===== src/rtl/usb_tx_line_encoder.sv =====
// USB transmit line encoder: bit stuffing, NRZI encoding and D+/D- pad drive,
// including the SE0-SE0-J end of packet. A small bit FIFO absorbs the extra
// bit times that stuffing inserts, because upstream generators never stall.
//
// Upstream interface: there is no valid/ready handshake. checkData is a
// one-cycle bit-time strobe shared with the generators. On a strobe cycle
// txOE=1/txEop=0 means "txBit is the next raw bit", and txOE=1/txEop=1 means
// "end the packet". txOE=0 in the middle of a packet, before any EOP request,
// aborts it. Bits that cannot be accepted are dropped and flagged in
// stuffOverflow.
//
// dbgState exposes the FSM state for debug and checkers.
module usb_tx_line_encoder #(
    parameter bit LOW_SPEED  = 1'b0,
    parameter int FIFO_DEPTH = 4
) (
    input  logic       useClk,
    input  logic       rst,
    input  logic       checkData,
    input  logic       txBit,
    input  logic       txOE,
    input  logic       txEop,
    output logic       dpOut,
    output logic       dmOut,
    output logic       dOE,
    output logic       txBusy,
    output logic       stuffOverflow,
    output logic       txAbort,
    output logic [2:0] dbgState
);

    // Pointer width; a depth of 2 still needs a 1-bit pointer.
    localparam int PW = (FIFO_DEPTH > 2) ? $clog2(FIFO_DEPTH) : 1;
    localparam logic [PW:0]   FULL_COUNT = (PW + 1)'(FIFO_DEPTH);
    localparam logic [PW-1:0] PTR_ONE    = PW'(1);
    localparam logic [PW:0]   CNT_ONE    = (PW + 1)'(1);

    typedef enum logic [2:0] {
        IDLE      = 3'd0,
        DATA      = 3'd1,
        EOP_SE0_1 = 3'd2,
        EOP_SE0_2 = 3'd3,
        EOP_J     = 3'd4
    } stateT;

    stateT                 stateQ, stateD;
    logic [FIFO_DEPTH-1:0] fifoMemQ, fifoMemD;
    logic [PW-1:0]         rdPtrQ, rdPtrD;
    logic [PW-1:0]         wrPtrQ, wrPtrD;
    logic [PW:0]           countQ, countD;
    logic [2:0]            onesQ, onesD;
    logic                  eopPendQ, eopPendD;
    // lineJQ: 1 = line idles at J, 0 = line at K. se0Q overrides both pins low.
    logic                  lineJQ, lineJD;
    logic                  se0Q, se0D;
    logic                  oeQ, oeD;
    logic                  busyQ, busyD;
    logic                  ovfQ, ovfD;
    logic                  abortQ, abortD;

    logic pushReq;
    logic eopReq;
    logic fifoEmpty;
    logic fifoFull;
    logic headBit;
    logic doPush;
    logic doPop;
    logic doFlush;
    logic pushOk;

    // New raw bits are accepted only until an EOP request has been latched.
    assign pushReq   = txOE & ~txEop & ~eopPendQ;
    assign eopReq    = txOE &  txEop & ~eopPendQ;
    assign fifoEmpty = (countQ == '0);
    assign fifoFull  = (countQ == FULL_COUNT);
    assign headBit   = fifoMemQ[rdPtrQ];

    // Next-state, line encoding and FIFO bookkeeping for one strobe.
    always_comb begin
        stateD   = stateQ;
        fifoMemD = fifoMemQ;
        rdPtrD   = rdPtrQ;
        wrPtrD   = wrPtrQ;
        countD   = countQ;
        onesD    = onesQ;
        eopPendD = eopPendQ;
        lineJD   = lineJQ;
        se0D     = se0Q;
        oeD      = oeQ;
        busyD    = busyQ;
        ovfD     = ovfQ;
        abortD   = 1'b0;   // txAbort is a single useClk pulse, strobe or not
        doPush   = 1'b0;
        doPop    = 1'b0;
        doFlush  = 1'b0;
        pushOk   = 1'b0;

        if (checkData) begin
            unique case (stateQ)
                IDLE: begin
                    // First raw bit opens the packet; pins follow one strobe later.
                    if (pushReq) begin
                        stateD = DATA;
                        doPush = 1'b1;
                        lineJD = 1'b1;
                        se0D   = 1'b0;
                        onesD  = 3'd0;
                        oeD    = 1'b0;
                        busyD  = 1'b1;
                        ovfD   = 1'b0;
                    end
                end

                DATA: begin
                    if (!txOE && !eopPendQ) begin
                        // Upstream vanished without an EOP: release the pads.
                        stateD  = IDLE;
                        doFlush = 1'b1;
                        oeD     = 1'b0;
                        lineJD  = 1'b1;
                        se0D    = 1'b0;
                        onesD   = 3'd0;
                        busyD   = 1'b0;
                        abortD  = 1'b1;
                    end else begin
                        oeD    = 1'b1;
                        doPush = pushReq;
                        if (eopReq) begin
                            eopPendD = 1'b1;
                        end
                        // Decisions use the FIFO contents before this strobe's push.
                        if (onesQ == 3'd6) begin
                            lineJD = ~lineJQ;   // stuff bit
                            onesD  = 3'd0;
                        end else if (!fifoEmpty) begin
                            doPop = 1'b1;
                            if (headBit) begin
                                onesD = onesQ + 3'd1;
                            end else begin
                                lineJD = ~lineJQ;
                                onesD  = 3'd0;
                            end
                        end else if (eopPendQ) begin
                            stateD = EOP_SE0_1;
                            se0D   = 1'b1;
                        end
                        // Underflow without a pending EOP simply holds the line.
                    end
                end

                EOP_SE0_1: begin
                    stateD = EOP_SE0_2;
                end

                EOP_SE0_2: begin
                    stateD = EOP_J;
                    se0D   = 1'b0;
                    lineJD = 1'b1;
                end

                EOP_J: begin
                    stateD   = IDLE;
                    doFlush  = 1'b1;
                    oeD      = 1'b0;
                    busyD    = 1'b0;
                    eopPendD = 1'b0;
                    onesD    = 3'd0;
                end

                default: begin
                    stateD = IDLE;
                end
            endcase
        end

        if (doFlush) begin
            rdPtrD = '0;
            wrPtrD = '0;
            countD = '0;
        end else begin
            // A full FIFO still accepts a push when the same strobe pops.
            pushOk = doPush && (!fifoFull || doPop);
            if (doPush && !pushOk) begin
                ovfD = 1'b1;
            end
            if (pushOk) begin
                fifoMemD[wrPtrQ] = txBit;
                wrPtrD           = wrPtrQ + PTR_ONE;
            end
            if (doPop) begin
                rdPtrD = rdPtrQ + PTR_ONE;
            end
            if (pushOk && !doPop) begin
                countD = countQ + CNT_ONE;
            end else if (!pushOk && doPop) begin
                countD = countQ - CNT_ONE;
            end
        end
    end

    // State register; reset releases the pad and returns the line to J.
    always_ff @(posedge useClk) begin
        if (rst) begin
            stateQ   <= IDLE;
            fifoMemQ <= '0;
            rdPtrQ   <= '0;
            wrPtrQ   <= '0;
            countQ   <= '0;
            onesQ    <= 3'd0;
            eopPendQ <= 1'b0;
            lineJQ   <= 1'b1;
            se0Q     <= 1'b0;
            oeQ      <= 1'b0;
            busyQ    <= 1'b0;
            ovfQ     <= 1'b0;
            abortQ   <= 1'b0;
        end else begin
            stateQ   <= stateD;
            fifoMemQ <= fifoMemD;
            rdPtrQ   <= rdPtrD;
            wrPtrQ   <= wrPtrD;
            countQ   <= countD;
            onesQ    <= onesD;
            eopPendQ <= eopPendD;
            lineJQ   <= lineJD;
            se0Q     <= se0D;
            oeQ      <= oeD;
            busyQ    <= busyD;
            ovfQ     <= ovfD;
            abortQ   <= abortD;
        end
    end

    // J on full speed is dp=1; low speed swaps the polarity.
    assign dpOut         = se0Q ? 1'b0 :  (lineJQ ^ LOW_SPEED);
    assign dmOut         = se0Q ? 1'b0 : ~(lineJQ ^ LOW_SPEED);
    assign dOE           = oeQ;
    assign txBusy        = busyQ;
    assign stuffOverflow = ovfQ;
    assign txAbort       = abortQ;
    assign dbgState      = stateQ;

endmodule


===== config.mk =====
export PLATFORM = sky130hd
export DESIGN_NAME = usb_tx_line_encoder
export DESIGN_NICKNAME = d
export VERILOG_FILES = /design/src/rtl/usb_tx_line_encoder.sv
export SDC_FILE = /design/constraint.sdc
export NUM_CORES = 1
export LEC_CHECK = 0
export BUFFER_PORTS_ARGS = -buffer_cell sky130_fd_sc_hd__buf_2
export CAP_MARGIN = 20
export CORE_AREA = 4 4 58 60
export DETAILED_ROUTE_END_ITERATION = 10
export DIE_AREA = 0 0 62 64
export PLACE_DENSITY = 0.69
export SLEW_MARGIN = 20
export SYNTH_ARGS = -nofsm -noshare
export SYNTH_HDL_FRONTEND = slang
export SYNTH_SLANG_ARGS = --single-unit

===== constraint.sdc =====
create_clock -name useClk -period 3 [get_ports useClk]
set_input_delay 0.3 -clock useClk [delete_from_list [all_inputs] [get_ports useClk]]
set_output_delay 0.3 -clock useClk [all_outputs]
set_load 0.01 [all_outputs]

==> impl_metrics.py <==
metrics = {
    "clock_tree": {
        "root_buffer": "clkbuf_4",
        "cts_sinks": 24,
        "cts_hold_buf": 0,
        "clk_pin_slew_ns": 0.14,
        "cts_setup_buffers": 0,
        "cts.repair.resized": 0,
        "clk_latency_ns": 0.31,
        "htree_levels": 1,
        "numCtsBuffers": 3,
        "clk_path_buf_depth": 2,
        "cts_tree": "built",
    },
    "logic_synthesis": {
        "syn-cell-area_sq_um": 1430,
        "syn_area_per_cell_sq_um": 9.23,
        "syn_inst": 155,
        "synth_area_leaders": "dfxtp_1 (34%), ha_1 (6.1%), nand2_1 (3.7%), mux2i_1 (3.5%), o21ai_0 (3.5%)",
        "yosysWarnings": 0,
        "syn-num-nets": 169,
        "ys_seq_area_frac": 0.336,
        "synth_cell_types": 48,
        "ys_ff_latch": 24,
        "synth.top_cell.area_share": 0.336,
        "synth_largest_area_cell": "dfxtp_1",
    },
    "pwr": {
        "p_leak_nw": 0.590,
        "ir_worst_vdd_mv": 0.254,
        "power.density_nw_per_um2": 392,
    },
    "global_route": {
        "grt_pass1_vias": 1129,
        "grt_pass1_wl_um": 5210,
        "grt_antenna_before_repair": 0,
        "grt_usage": 0.170,
        "grt_max_degree": 15,
        "overflow": 0,
    },
    "worst_setup_path": {
        "endpoint": "countQ[2]",
        "path_class": "flip-flop to flip-flop",
        "crit_fanout": 12,
        "arrival_ns": 2.79,
        "startpoint": "dbgState[0]",
        "rrSetupSlack_ns": 0.43,
        "r2r_end": "countQ[2]",
        "rr_startpoint": "dbgState[0]",
        "reg2reg_depth": 10,
        "startpoint_type": "flip-flop",
        "cp.required_ns": 3.21,
        "crit_path_end_kind": "flip-flop",
    },
    "detailed_routing": {
        "num_vias": 1150,
        "viasPerCell": 5.72,
        "drt_iter0_markers": 43,
        "first_pass_iters": 4,
        "wl_per_cell_um": 14.9,
        "drc": 0,
        "ant_nets": 0,
        "wirelength_um": 2990,
    },
    "sta": {
        "grt_setup_unrepaired": "no",
        "min_period_ns": 2.57,
        "slew_headroom": 0.639,
        "clock_skew_ns": 0.00224,
        "hold_ws_ns": 0.319,
        "setup_viol": 0,
        "hold_violations": 0,
        "fmax_ghz": 0.389,
        "setup_tns_ns": 0,
        "period_share": 0.858,
        "slew_viol_final": 0,
        "tightestPinTransition_ns": 0.538,
    },
    "placed_design": {
        "io_buffers": 14,
        "hpwl_um": 2270,
        "gp_congestion": 0.774,
    },
    "floorplan": {
        "die_x_um": 62,
        "initial_core_util": 0.488,
        "ios": 15,
        "core_area_sq_um": 2930,
        "dieArea_sq_um": 3970,
        "rows": 20,
        "die-height_um": 64,
    },
    "layout": {
        "nFillCells": 285,
        "fin_util": 0.525,
        "area_delta_synth_final_pct": 7.44,
        "drive_gt1_frac": 0.179,
        "nNetsFinal": 183,
        "antenna_cells": 0,
    },
    "worst_hold_path": {
        "hold_class": "input port to flip-flop",
    },
    "job": {
        "maxCapViolCount": 0,
    },
    "status": {
        "outcome": "complete, no violations",
    },
}
-- per-stage QoR --
| stage | setup WS [ns] | std cells | power, W | area, sq um |
|---|---|---|---|---|
| 6_report | 0.427 | 201 | 0.000603 | 1540 |
| 5_1_grt | 0.246 | 201 | 0.000632 | 1540 |
| 4_1_cts | 0.428 | 201 | 0.000604 | 1540 |
| 3_5_place_dp | 0.437 | 197 | 0.000432 | 1500 |
| 3_3_place_gp | 0.556 | 197 | 0.000429 | 1500 |
| 2_1_floorplan | 0.673 | 155 | 0.000412 | 1430 |
-- worst max-delay path: stages, from the launching register on --
cell	delay, ns
dfxtp_1	0.53
nor3b_4	0.43
a31oi_4	0.20
nor2_1	0.19
ha_1	0.21
inv_1	0.06
fa_1	0.37
xor2_1	0.17
nor2_1	0.13
xnor2_1	0.13
nor2_1	0.06
-- power breakdown --
group          leakage (nW)  internal [W]  switching (W)
Combinational         0.375     0.0000359      0.0000541
Clock                0.0210     0.0000741       0.000102
Sequential            0.194      0.000326      0.0000100
-- area by class of cell --
cell class / count / area (sq um) / area share
Sequential cell: 24 / 480 / 0.313
Inverter: 5 / 18.8 / 0.0122
Clock buffer: 4 / 36.3 / 0.0236
Tap cell: 33 / 41.3 / 0.0269
Multi-Input combinational cell: 121 / 890 / 0.579
Timing Repair Buffer: 14 / 70.1 / 0.0456
-- flip-flops by register name, summed over array words and instances, names as in the netlist --
register and cells:
fifoMemQ 4, lineJQ 1, rdPtrQ 2, txAbort 1, onesQ 3, countQ 3, txBusy 1, eopPendQ 1
se0Q 1, stuffOverflow 1, wrPtrQ 2, dbgState 3, dOE 1
-- per-layer routing --
layer | global-route usage | vias up | part of all wire
li1 | - | 591 | -
met1 | 0.245 | 538 | 0.48
met2 | 0.263 | 19 | 0.48
met3 | 0.0303 | 2 | 0.037
met4 | 0.0318 | 0 | 0.0047
met5 | 0 | - | 0
-- Yosys cell counts, drive strengths merged --
library cell	instances
nand3	6
and3	4
o31ai	3
o211ai	3
mux4	1
o211a	1
xor2	4
fa	1
a21oi	9
and4b	1
nand2	14
dfxtp	24
nor3	4
nor2b	2
o31a	1
nor3b	5
a21boi	1
inv	4
nand4b	1
a41oi	1
nand4bb	1
nor4b	1
or3	3
nand3b	2
mux2i	5
or2	1
nand4	4
nor2	13
a311oi	1
or3b	4
a2bb2oi	2
clkinv	1
and2b	2
clkbuf	1
ha	7
buf	4
xnor2	1
o21ai	10
a31oi	2
-- cells in the final DEF (no fill, tap or decap), types with 4 or more instances in the layout --
cell      n
o21ai_0  10
nand3_1   6
dfxtp_1  24
buf_2    14
ha_1      7
mux2i_1   5
nor2_1   13
xor2_1    4
a21oi_1   8
or3b_1    4
nand2_1  14
nand4_1   4
inv_1     4
-- logic make-up after synthesis --
logic type | Yosys count | synth area share
AO/OA/AOI/OAI | 34 | 0.171
XOR/XNOR | 5 | 0.0306
adder cells (fa/ha/maj) | 8 | 0.0752
buffers and inverters | 10 | 0.0420
flip-flops | 24 | 0.336
multiplexers | 6 | 0.0507
AND/OR/NAND/NOR | 68 | 0.294
-- worst min-delay path by stage --
stage | start | to | slack (ns) | depth (start not counted)
2_1_floorplan | rst | se0Q | 0.38 | 1
3_3_place_gp | dOE | dOE | 0.44 | 2
3_5_place_dp | dOE | dOE | 0.45 | 2
4_1_cts | rst | dbgState[1] | 0.31 | 2
5_1_grt | txBit | fifoMemQ[1] | 0.32 | 3
6_report | txBit | fifoMemQ[1] | 0.32 | 3
Note: power is estimated with default switching activity, not from simulation.
